--- src/rtl/adpcmb_play_ctrl_if.sv ---
// Sample-ROM fetch bus between the ADPCM-B playback sequencer and its ROM arbiter.
// The master drives req/addr and the slave answers with a single-clk ack plus the data byte.
interface adpcmb_play_ctrl_if #(
  parameter int unsigned AW = 24
) ();
  logic          rom_req;
  logic [AW-1:0] rom_addr;
  logic          rom_ack;
  logic [7:0]    rom_data;

  modport master (
    output rom_req,
    output rom_addr,
    input  rom_ack,
    input  rom_data
  );

  modport slave (
    input  rom_req,
    input  rom_addr,
    output rom_ack,
    output rom_data
  );
endinterface

--- src/rtl/adpcmb_play_ctrl.sv ---
// ADPCM-B playback sequencer: double-buffered ROM byte fetch, nibble split and
// delta-N phase accumulator that paces the decoder's adv strobe.
module adpcmb_play_ctrl #(
  parameter int unsigned AW   = 24,
  parameter int unsigned ACCW = 16
) (
  input  logic                clk,
  input  logic                rst_n,
  input  logic                cen,
  input  logic                start,
  input  logic                stop,
  input  logic                rpt,
  input  logic [AW-9:0]       start_pg,
  input  logic [AW-9:0]       end_pg,
  input  logic [ACCW-1:0]     delta_n,
  input  logic                flag_clr,
  adpcmb_play_ctrl_if.master  rom,
  output logic [3:0]          data,
  output logic                adv,
  output logic                clr,
  output logic                chon,
  output logic                busy,
  output logic                eos,
  output logic                underrun
);

  localparam logic [1:0] StIdle = 2'd0;
  localparam logic [1:0] StLoad = 2'd1;
  localparam logic [1:0] StPlay = 2'd2;

  logic [1:0]      state_q, state_d;
  logic [ACCW-1:0] acc_q, acc_d;
  logic [7:0]      nxt_q, nxt_d;
  logic            nxt_vld_q, nxt_vld_d;
  logic [AW-1:0]   nxt_addr_q, nxt_addr_d;
  logic [7:0]      cur_q, cur_d;
  logic            cur_vld_q, cur_vld_d;
  logic [AW-1:0]   play_addr_q, play_addr_d;
  logic [AW-1:0]   fetch_addr_q, fetch_addr_d;
  logic            exh_q, exh_d;
  logic            nib_q, nib_d;
  logic            eos_q, eos_d;
  logic            underrun_q, underrun_d;
  logic            rclr_q, rclr_d;

  logic [AW-1:0]   start_addr, end_addr;
  logic            do_start, active, fetch_ok, move, play_en;
  logic            carry, tick, consume, at_end;
  logic [ACCW-1:0] acc_sum;

  assign start_addr = {start_pg, 8'h00};
  assign end_addr   = {end_pg, 8'hFF};

  // stop beats a simultaneous start
  assign do_start = start & ~stop;
  assign active   = (state_q != StIdle);

  assign rom.rom_req  = active & ~nxt_vld_q & ~exh_q;
  assign rom.rom_addr = fetch_addr_q;

  assign fetch_ok = rom.rom_req & rom.rom_ack & ~do_start;
  assign move     = active & ~cur_vld_q & nxt_vld_q;

  // No rate ticks on a start/stop clk so a restart or abort never emits a stray adv.
  assign play_en            = (state_q == StPlay) & cen & ~start & ~stop;
  assign {carry, acc_sum}   = {1'b0, acc_q} + {1'b0, delta_n};
  assign tick               = play_en & carry;
  assign adv                = tick & cur_vld_q;
  assign consume            = adv & nib_q;
  assign at_end             = consume & (play_addr_q == end_addr);

  always_comb begin
    state_d      = state_q;
    acc_d        = acc_q;
    nxt_d        = nxt_q;
    nxt_vld_d    = nxt_vld_q;
    nxt_addr_d   = nxt_addr_q;
    cur_d        = cur_q;
    cur_vld_d    = cur_vld_q;
    play_addr_d  = play_addr_q;
    fetch_addr_d = fetch_addr_q;
    exh_d        = exh_q;
    nib_d        = nib_q;
    eos_d        = eos_q;
    underrun_d   = underrun_q;
    rclr_d       = 1'b0;

    if (play_en) begin
      acc_d = acc_sum;
    end

    if (fetch_ok) begin
      nxt_d      = rom.rom_data;
      nxt_vld_d  = 1'b1;
      nxt_addr_d = fetch_addr_q;
      if (fetch_addr_q == end_addr && rpt) begin
        fetch_addr_d = start_addr;
      end else begin
        fetch_addr_d = fetch_addr_q + AW'(1);
        if (fetch_addr_q == end_addr) begin
          exh_d = 1'b1;
        end
      end
    end

    // move needs cur empty and adv needs cur full, so the two never share a clk
    if (move) begin
      cur_d       = nxt_q;
      cur_vld_d   = 1'b1;
      play_addr_d = nxt_addr_q;
      nxt_vld_d   = 1'b0;
      if (state_q == StLoad) begin
        state_d = StPlay;
      end
    end

    if (adv) begin
      nib_d = ~nib_q;
      if (nib_q) begin
        cur_vld_d = 1'b0;
      end
    end

    if (tick && !cur_vld_q) begin
      underrun_d = 1'b1;
    end

    if (at_end) begin
      if (rpt) begin
        rclr_d = 1'b1;
      end else begin
        eos_d   = 1'b1;
        state_d = StIdle;
      end
    end else if (flag_clr) begin
      eos_d = 1'b0;
    end

    if (do_start) begin
      state_d      = StLoad;
      fetch_addr_d = start_addr;
      acc_d        = '0;
      nxt_vld_d    = 1'b0;
      cur_vld_d    = 1'b0;
      nib_d        = 1'b0;
      eos_d        = 1'b0;
      underrun_d   = 1'b0;
      exh_d        = 1'b0;
      rclr_d       = 1'b0;
    end

    if (stop) begin
      state_d = StIdle;
      rclr_d  = 1'b0;
    end
  end

  always_ff @(posedge clk or negedge rst_n) begin
    if (!rst_n) begin
      state_q      <= StIdle;
      acc_q        <= '0;
      nxt_q        <= '0;
      nxt_vld_q    <= 1'b0;
      nxt_addr_q   <= '0;
      cur_q        <= '0;
      cur_vld_q    <= 1'b0;
      play_addr_q  <= '0;
      fetch_addr_q <= '0;
      exh_q        <= 1'b0;
      nib_q        <= 1'b0;
      eos_q        <= 1'b0;
      underrun_q   <= 1'b0;
      rclr_q       <= 1'b0;
    end else begin
      state_q      <= state_d;
      acc_q        <= acc_d;
      nxt_q        <= nxt_d;
      nxt_vld_q    <= nxt_vld_d;
      nxt_addr_q   <= nxt_addr_d;
      cur_q        <= cur_d;
      cur_vld_q    <= cur_vld_d;
      play_addr_q  <= play_addr_d;
      fetch_addr_q <= fetch_addr_d;
      exh_q        <= exh_d;
      nib_q        <= nib_d;
      eos_q        <= eos_d;
      underrun_q   <= underrun_d;
      rclr_q       <= rclr_d;
    end
  end

  assign data     = cur_vld_q ? (nib_q ? cur_q[3:0] : cur_q[7:4]) : 4'h0;
  assign clr      = do_start | rclr_q;
  assign chon     = (state_q == StPlay);
  assign busy     = active;
  assign eos      = eos_q;
  assign underrun = underrun_q;

endmodule

--- src/flat_wrapper.sv ---
// flat-port wrapper written by rule: the top's interface ports become plain ports
module adpcmb_play_ctrl_flat 
#(
  parameter int unsigned AW   = 24,
  parameter int unsigned ACCW = 16
)
  (clk, rst_n, cen, start, stop, rpt, start_pg, end_pg, delta_n, flag_clr, data, adv, clr, chon, busy, eos, underrun, rom_rom_req, rom_rom_addr, rom_rom_ack, rom_rom_data);
  adpcmb_play_ctrl_if #(.AW(AW)) rom_i ();
  input  logic clk;
  input  logic rst_n;
  input  logic cen;
  input  logic start;
  input  logic stop;
  input  logic rpt;
  input  logic [AW-9:0] start_pg;
  input  logic [AW-9:0] end_pg;
  input  logic [ACCW-1:0] delta_n;
  input  logic flag_clr;
  output logic [3:0] data;
  output logic adv;
  output logic clr;
  output logic chon;
  output logic busy;
  output logic eos;
  output logic underrun;
  output wire logic [$bits(rom_i.rom_req)-1:0] rom_rom_req;
  output wire logic [$bits(rom_i.rom_addr)-1:0] rom_rom_addr;
  input wire logic [$bits(rom_i.rom_ack)-1:0] rom_rom_ack;
  input wire logic [$bits(rom_i.rom_data)-1:0] rom_rom_data;
  assign rom_rom_req = rom_i.rom_req;
  assign rom_rom_addr = rom_i.rom_addr;
  assign rom_i.rom_ack = rom_rom_ack;
  assign rom_i.rom_data = rom_rom_data;
  adpcmb_play_ctrl #(.AW(AW), .ACCW(ACCW)) u_core (.clk(clk), .rst_n(rst_n), .cen(cen), .start(start), .stop(stop), .rpt(rpt), .start_pg(start_pg), .end_pg(end_pg), .delta_n(delta_n), .flag_clr(flag_clr), .rom(rom_i), .data(data), .adv(adv), .clr(clr), .chon(chon), .busy(busy), .eos(eos), .underrun(underrun));
endmodule
--- config.mk ---
export PLATFORM = sky130hd
export DESIGN_NAME = adpcmb_play_ctrl_flat
export DESIGN_NICKNAME = d
export VERILOG_FILES = /design/src/rtl/adpcmb_play_ctrl_if.sv /design/src/rtl/adpcmb_play_ctrl.sv /design/src/flat_wrapper.sv
export SDC_FILE = /design/constraint.sdc
export NUM_CORES = 1
export LEC_CHECK = 0
export ABC_AREA = 1
export CAP_MARGIN = 0
export CORE_ASPECT_RATIO = 0.5
export CORE_MARGIN = 5
export CORE_UTILIZATION = 49
export DETAILED_ROUTE_END_ITERATION = 10
export PLACE_DENSITY = 0.76
export SETUP_SLACK_MARGIN = 0.4
export SYNTH_ARGS = -nofsm -noshare
export SYNTH_HDL_FRONTEND = slang
export SYNTH_SLANG_ARGS = --single-unit
export TNS_END_PERCENT = 20
--- constraint.sdc ---
create_clock -name clk -period 1.84 [get_ports clk]
set_input_delay 0.368 -clock clk [delete_from_list [all_inputs] [get_ports clk]]
set_output_delay 0.368 -clock clk [all_outputs]
set_load 0.05 [all_outputs]
* After elaboration in Yosys (flattened, before gate mapping)
Index checks and enable logic that the tools add are counted.
** Storage, ports and cells
- Flip-flop bits (word level) :: 113
- Output and inout port bits :: 35
- Input port bits :: 64
- Word-level logic and storage cells :: 93
** Cells by class
- Reduce and logical (&&, ||, !) cells :: 13
- Muxes and demuxes :: 36
- $add $sub $neg :: 2
- Equal/unequal tests :: 6
- Bitwise gates (word level) :: 22
** Operators by type and width (count)
- 24-bit 2-to-1 mux :: 3
- 24-bit == test :: 2
- 16-bit 2-to-1 mux :: 2
- 24-bit by 1-bit adder with 24-bit output (second input constant) :: 1
- 1-bit 2-to-1 mux :: 23
- 16-bit by 16-bit adder with 17-bit output :: 1
- 1-bit AND :: 14
- 2-bit 2-to-1 mux :: 6
- 2-bit nonzero test :: 6
- 4-bit 2-to-1 mux :: 2
- 1-bit NOT :: 7
- 3-bit nonzero test :: 2
- 3-bit by 2-bit != test with 1-bit output (second input constant) :: 1
- 3-bit AND reduction :: 1
- 2-bit by 1-bit == test with 1-bit output (second input constant) :: 1
- 2-bit == test (second input constant) :: 1
- 1-bit logical AND :: 2
- 2-bit by 1-bit != test with 1-bit output (second input constant) :: 1
- 2-bit AND reduction :: 1
- 1-bit zero test :: 1
- 1-bit bitwise OR :: 1

* Logic depth before layout (Yosys ltp)
- Depth in word-level cells :: 11
- Mapped depth :: 16
- Depth with buffers taken out :: 16

* Worst setup path after synthesis
OpenSTA, ideal clock, no wires.
- Path kind :: reg2out
- Start :: register u_core.state_q[1]
- End :: output port adv
- Stages on the path, launching flop included :: 7
- Path buffers :: 0
- Arrival :: 1961 ps
- Slack :: -489 ps
- Data required time :: 1472 ps
- Cell sequence :: dfrtp_1 inv_1 nor2_1 nand3_2 inv_1 nand3_1 inv_1
** On the way
- Longest elaborated chain between the ends :: 6
** RTL lines
- start, declared :: line adpcmb_play_ctrl.sv:31 : logic [1:0] state_q, state_d;
- start signal, assigned :: line adpcmb_play_ctrl.sv:160 : state_q <= StIdle;
- start signal, assigned :: line adpcmb_play_ctrl.sv:175 : state_q <= state_d;
- 2-bit == test
- named net chon :: line flat_wrapper.sv:22 : output logic chon;
- 1-bit AND (3 in series) :: line adpcmb_play_ctrl.sv:65 : assign play_en = (state_q == StPlay) & cen & ~start & ~stop;
- 1-bit AND :: line adpcmb_play_ctrl.sv:67 : assign tick = play_en & carry;
- 1-bit AND :: line adpcmb_play_ctrl.sv:68 : assign adv = tick & cur_vld_q;
- end, declared :: line flat_wrapper.sv:20 : output logic adv;
The timed path passes the listed nets, and every way through them passes these cells.

* Final worst setup path
- Start :: input port delta_n[11]
- End :: output port adv
** On the way
- Longest elaborated chain between the ends :: 3
** RTL lines
- start, declared :: line flat_wrapper.sv:17 : input logic [ACCW-1:0] delta_n;
- 16-bit by 16-bit adder with 17-bit output :: line adpcmb_play_ctrl.sv:66 : assign {carry, acc_sum} = {1'b0, acc_q} + {1'b0, delta_n};
- 1-bit AND :: line adpcmb_play_ctrl.sv:67
- 1-bit AND :: line adpcmb_play_ctrl.sv:68
No other way between the ends.

==> flow_summary.toml <==
[status]
status = "finished, violations left"
violations = "setup timing"

[yosys]
ys_warn_count = 0
ys_seq_elements = 113
syn_inst = 848
ys.flop_type = "dfrtp_1"
synth_edf_count = 0
syn_nets = 930
synthArstFlopShare_pct = 100.0
syn_avg_cell_area_um2 = 7.621
synth_cell_type_count = 44
ys_seq_area_share_pct = 43.76
syn_area_um2 = 6462

[finish]
layout-drive-gt1-share_pct = 35.46
diodes = 0
area_growth_pct = 59.83
layout_common_cells = "202 x nand2_1, 97 x buf_4, 91 x inv_1"
layout_commonest_cell = "nand2_1"
nets = 1166
post-route-util_pct = 80.87
final_area_um2 = 10330

[worst_setup_path]
cp_cell_sequence = "clkdlybuf4s50_1 > ha_2 > nand2_1 > inv_1 > nand2_1 > nand2_1 > a21oi_1 > nand2_2 > nand3_4 > clkinvlp_4 > buf_12"
critPathRequiredTime_ns = 1.47
critical-path-top-delay-family = "buffers and inverters"
crit_type = "in2out"
cp_max_fo = 5
slowest_delay_ns = 0.46
cp_num_buf_inv = 4
r2r-start = "u_core.acc_q[0]$_DFFE_PN0P_"
critical_path.startpoint = "delta_n[11]"
cp-end-kind = "primary output"
cp_slowest_cell = "clkdlybuf4s50_1"
cp.arrival_ns = 2.14
crit_top_cell = "nand2_1"
worst_setup_path_start_kind = "input port"

[timing]
slew_headroom_pct = 71.95
fmax_mhz = 399.5
hold_viol_final = 0
clock_skew_ns = 0.01137
final.setup.worst_slack_ns = -0.6634
worst_pin_slew_ns = 0.4207
setup-tns-final_ns = -4.301
layout_min_cycle_time_ns = 2.503
rsz0062_at_grt = "true"
slew_viol_final = 0
setup-violations-final = 29
min_period_over_period_pct = 136.1

[power]
worst_ir_drop_vdd_mv = 0.6224
power.density_nw_per_um2 = 1128
swShare_pct = 37.47
switching_power_w = 0.004367
pwr-share-clk_pct = 30.0
power.total_w = 0.01165
combPwrFrac_pct = 37.3
share_seq_of_total_power_pct = 32.7
p_int_w = 0.007286
p_leak_nw = 4.971

[die]
die_w_um = 172.4
rows = 29
die_area_um2 = 15720
start_util_pct = 50.60
die_h_um = 91.21
core-area_um2 = 12770
io_pins = 99

[route]
first_pass_iters = 6
drt_iter0_markers = 598
drc_errors = 0
wirelength_um = 23450
vias = 7075
ant_nets = 0
avgViaCountPerCell = 5.584
wl_per_cell_um = 18.51

[clock_tree]
cts.sinks = 113
cts_tree = "built"
clkTransAtPathRegs_ns = 0.05
ctsLongestPathBuffers = 2
numCtsBuffers = 17
clock_latency_ns = 0.42
cts-root-buf = "clkbuf_16"
ctsHtreeMaxLevel = 4

[hold_path]
min-delay-path-class = "in2reg"
hold_start = "stop"

[grt]
grt_pass1_vias = 7132
antenna_found_initial = 0
grt_use_total_pct = 28.64
grt_max_degree = 40
grt_first_pass_wirelength_um = 35710
overflow = 0

[placement]
numPortBuffers = 98
place_congestion = 0.9335
place_ws_ns = -0.7632
dp_hpwl_um = 14370
place_area_um2 = 8723

[run]
cap_violations = 0
[per-stage QoR]
step	hold slack, ns	std cells
CTS	0.3770	1258
global route	0.4273	1267
global placement	0.3209	1211
detailed placement	0.3303	1211
finish	0.3787	1267
floorplan	0.07241	848
[power groups by stage]
stage          combinational (W)  sequential, W  clock [W]
5_1_grt                  0.00463        0.00386    0.00363
4_1_cts                  0.00396        0.00375    0.00348
3_5_place_dp             0.00342        0.00374          0
3_3_place_gp             0.00332        0.00371          0
6_report                 0.00435        0.00381    0.00350
2_1_floorplan            0.00162        0.00406          0
[kinds of logic after synthesis]
group           after synthesis  synth area share [%]
compound gates              127                 10.44
xor+xnor                     36                 4.879
fa+ha+maj                    18                 3.601
buf+inv                     128                 7.802
flops                       113                 43.76
mux                           5                0.8518
simple gates                421                 28.67
[Yosys cell counts (2+ instances only)]
cell / number / share of area [%]
nand3_1: 45 / 3.5
a31oi_1: 2 / 0.19
o21ai_0: 84 / 6.5
nor2_2: 3 / 0.29
xnor2_1: 18 / 2.4
inv_2: 2 / 0.12
clkbuf_1: 11 / 0.64
nand4_1: 15 / 1.5
xor2_1: 18 / 2.4
a21oi_1: 27 / 2.1
nand2_1: 243 / 14
nor2_1: 63 / 3.7
nand2_2: 8 / 0.77
a211oi_1: 2 / 0.23
nor3_2: 2 / 0.31
inv_1: 103 / 6.0
or2_2: 8 / 0.77
ha_1: 17 / 3.3
dfrtp_1: 113 / 44
mux2_2: 4 / 0.70
nand3b_1: 9 / 1.0
o21bai_1: 2 / 0.23
nor3_1: 16 / 1.2
buf_2: 10 / 0.77
a21o_1: 4 / 0.46
[repair_timing]
action | CTS | global route
gates resized for setup | 194 | 64
endpoints found under the setup margin | 131 | 140
pin swaps | 66 | 52
gates cloned | 1 | 0
hold buffers | 1 | 0
endpoints found under the hold margin | 25 | 0
buffers inserted | 13 | 9
[worst reg2reg max path: cells and delay by family (launching register included)]
family | cells | cell delay [ns]
simple gates | 11 | 0.80
buf+inv | 6 | 0.55
fa+ha+maj | 2 | 0.47
flops | 1 | 0.39
[metal layers]
layer	vias up	share of wire, %	GRT usage [%]
li1	3205	-	-
met1	3378	39	35.81
met2	392	49	48.42
met3	100	8.1	6.334
met4	0	4.0	11.31
met5	-	0	0
[worst paths after layout]
check                                                      endpoint  slack (ns)  cells past startpoint
worst max-delay path                                            adv       -0.66                     11
worst min-delay path                    u_core.state_q[0]$_DFF_PN0_        0.38                      2
worst max register to register               u_core.eos$_DFFE_PN0P_       -0.43                     19
worst min register to register          u_core.acc_q[7]$_DFFE_PN0P_        0.49                      2
max in group asynchronous       u_core.rom.rom_addr[22]$_DFFE_PN0P_        0.79                      3
min in group asynchronous         u_core.play_addr_q[4]$_DFFE_PN0P_        0.44                      2
[flip-flops by register name, summed over array words and instances, names as in the netlist]
name and cells:
u_core.acc_q 16, u_core.cur_q 8, u_core.cur_vld_q 1, u_core.eos 1
u_core.exh_q 1, u_core.nib_q 1, u_core.nxt_addr_q 24, u_core.nxt_q 8
u_core.nxt_vld_q 1, u_core.play_addr_q 24, u_core.rclr_q 1, u_core.rom.rom_addr 24
u_core.state_q 2, u_core.underrun 1
[final cells by class]
class	instances	area, um^2
multi-input combinational	608	3734
fill	750	2444
clock inverter	14	181.4
timing repair buffer	238	2481
sequential	113	2863
inverter	106	417.9
tap	170	212.7
clock buffer	18	439.2
Power figures use the tool's default switching activity.
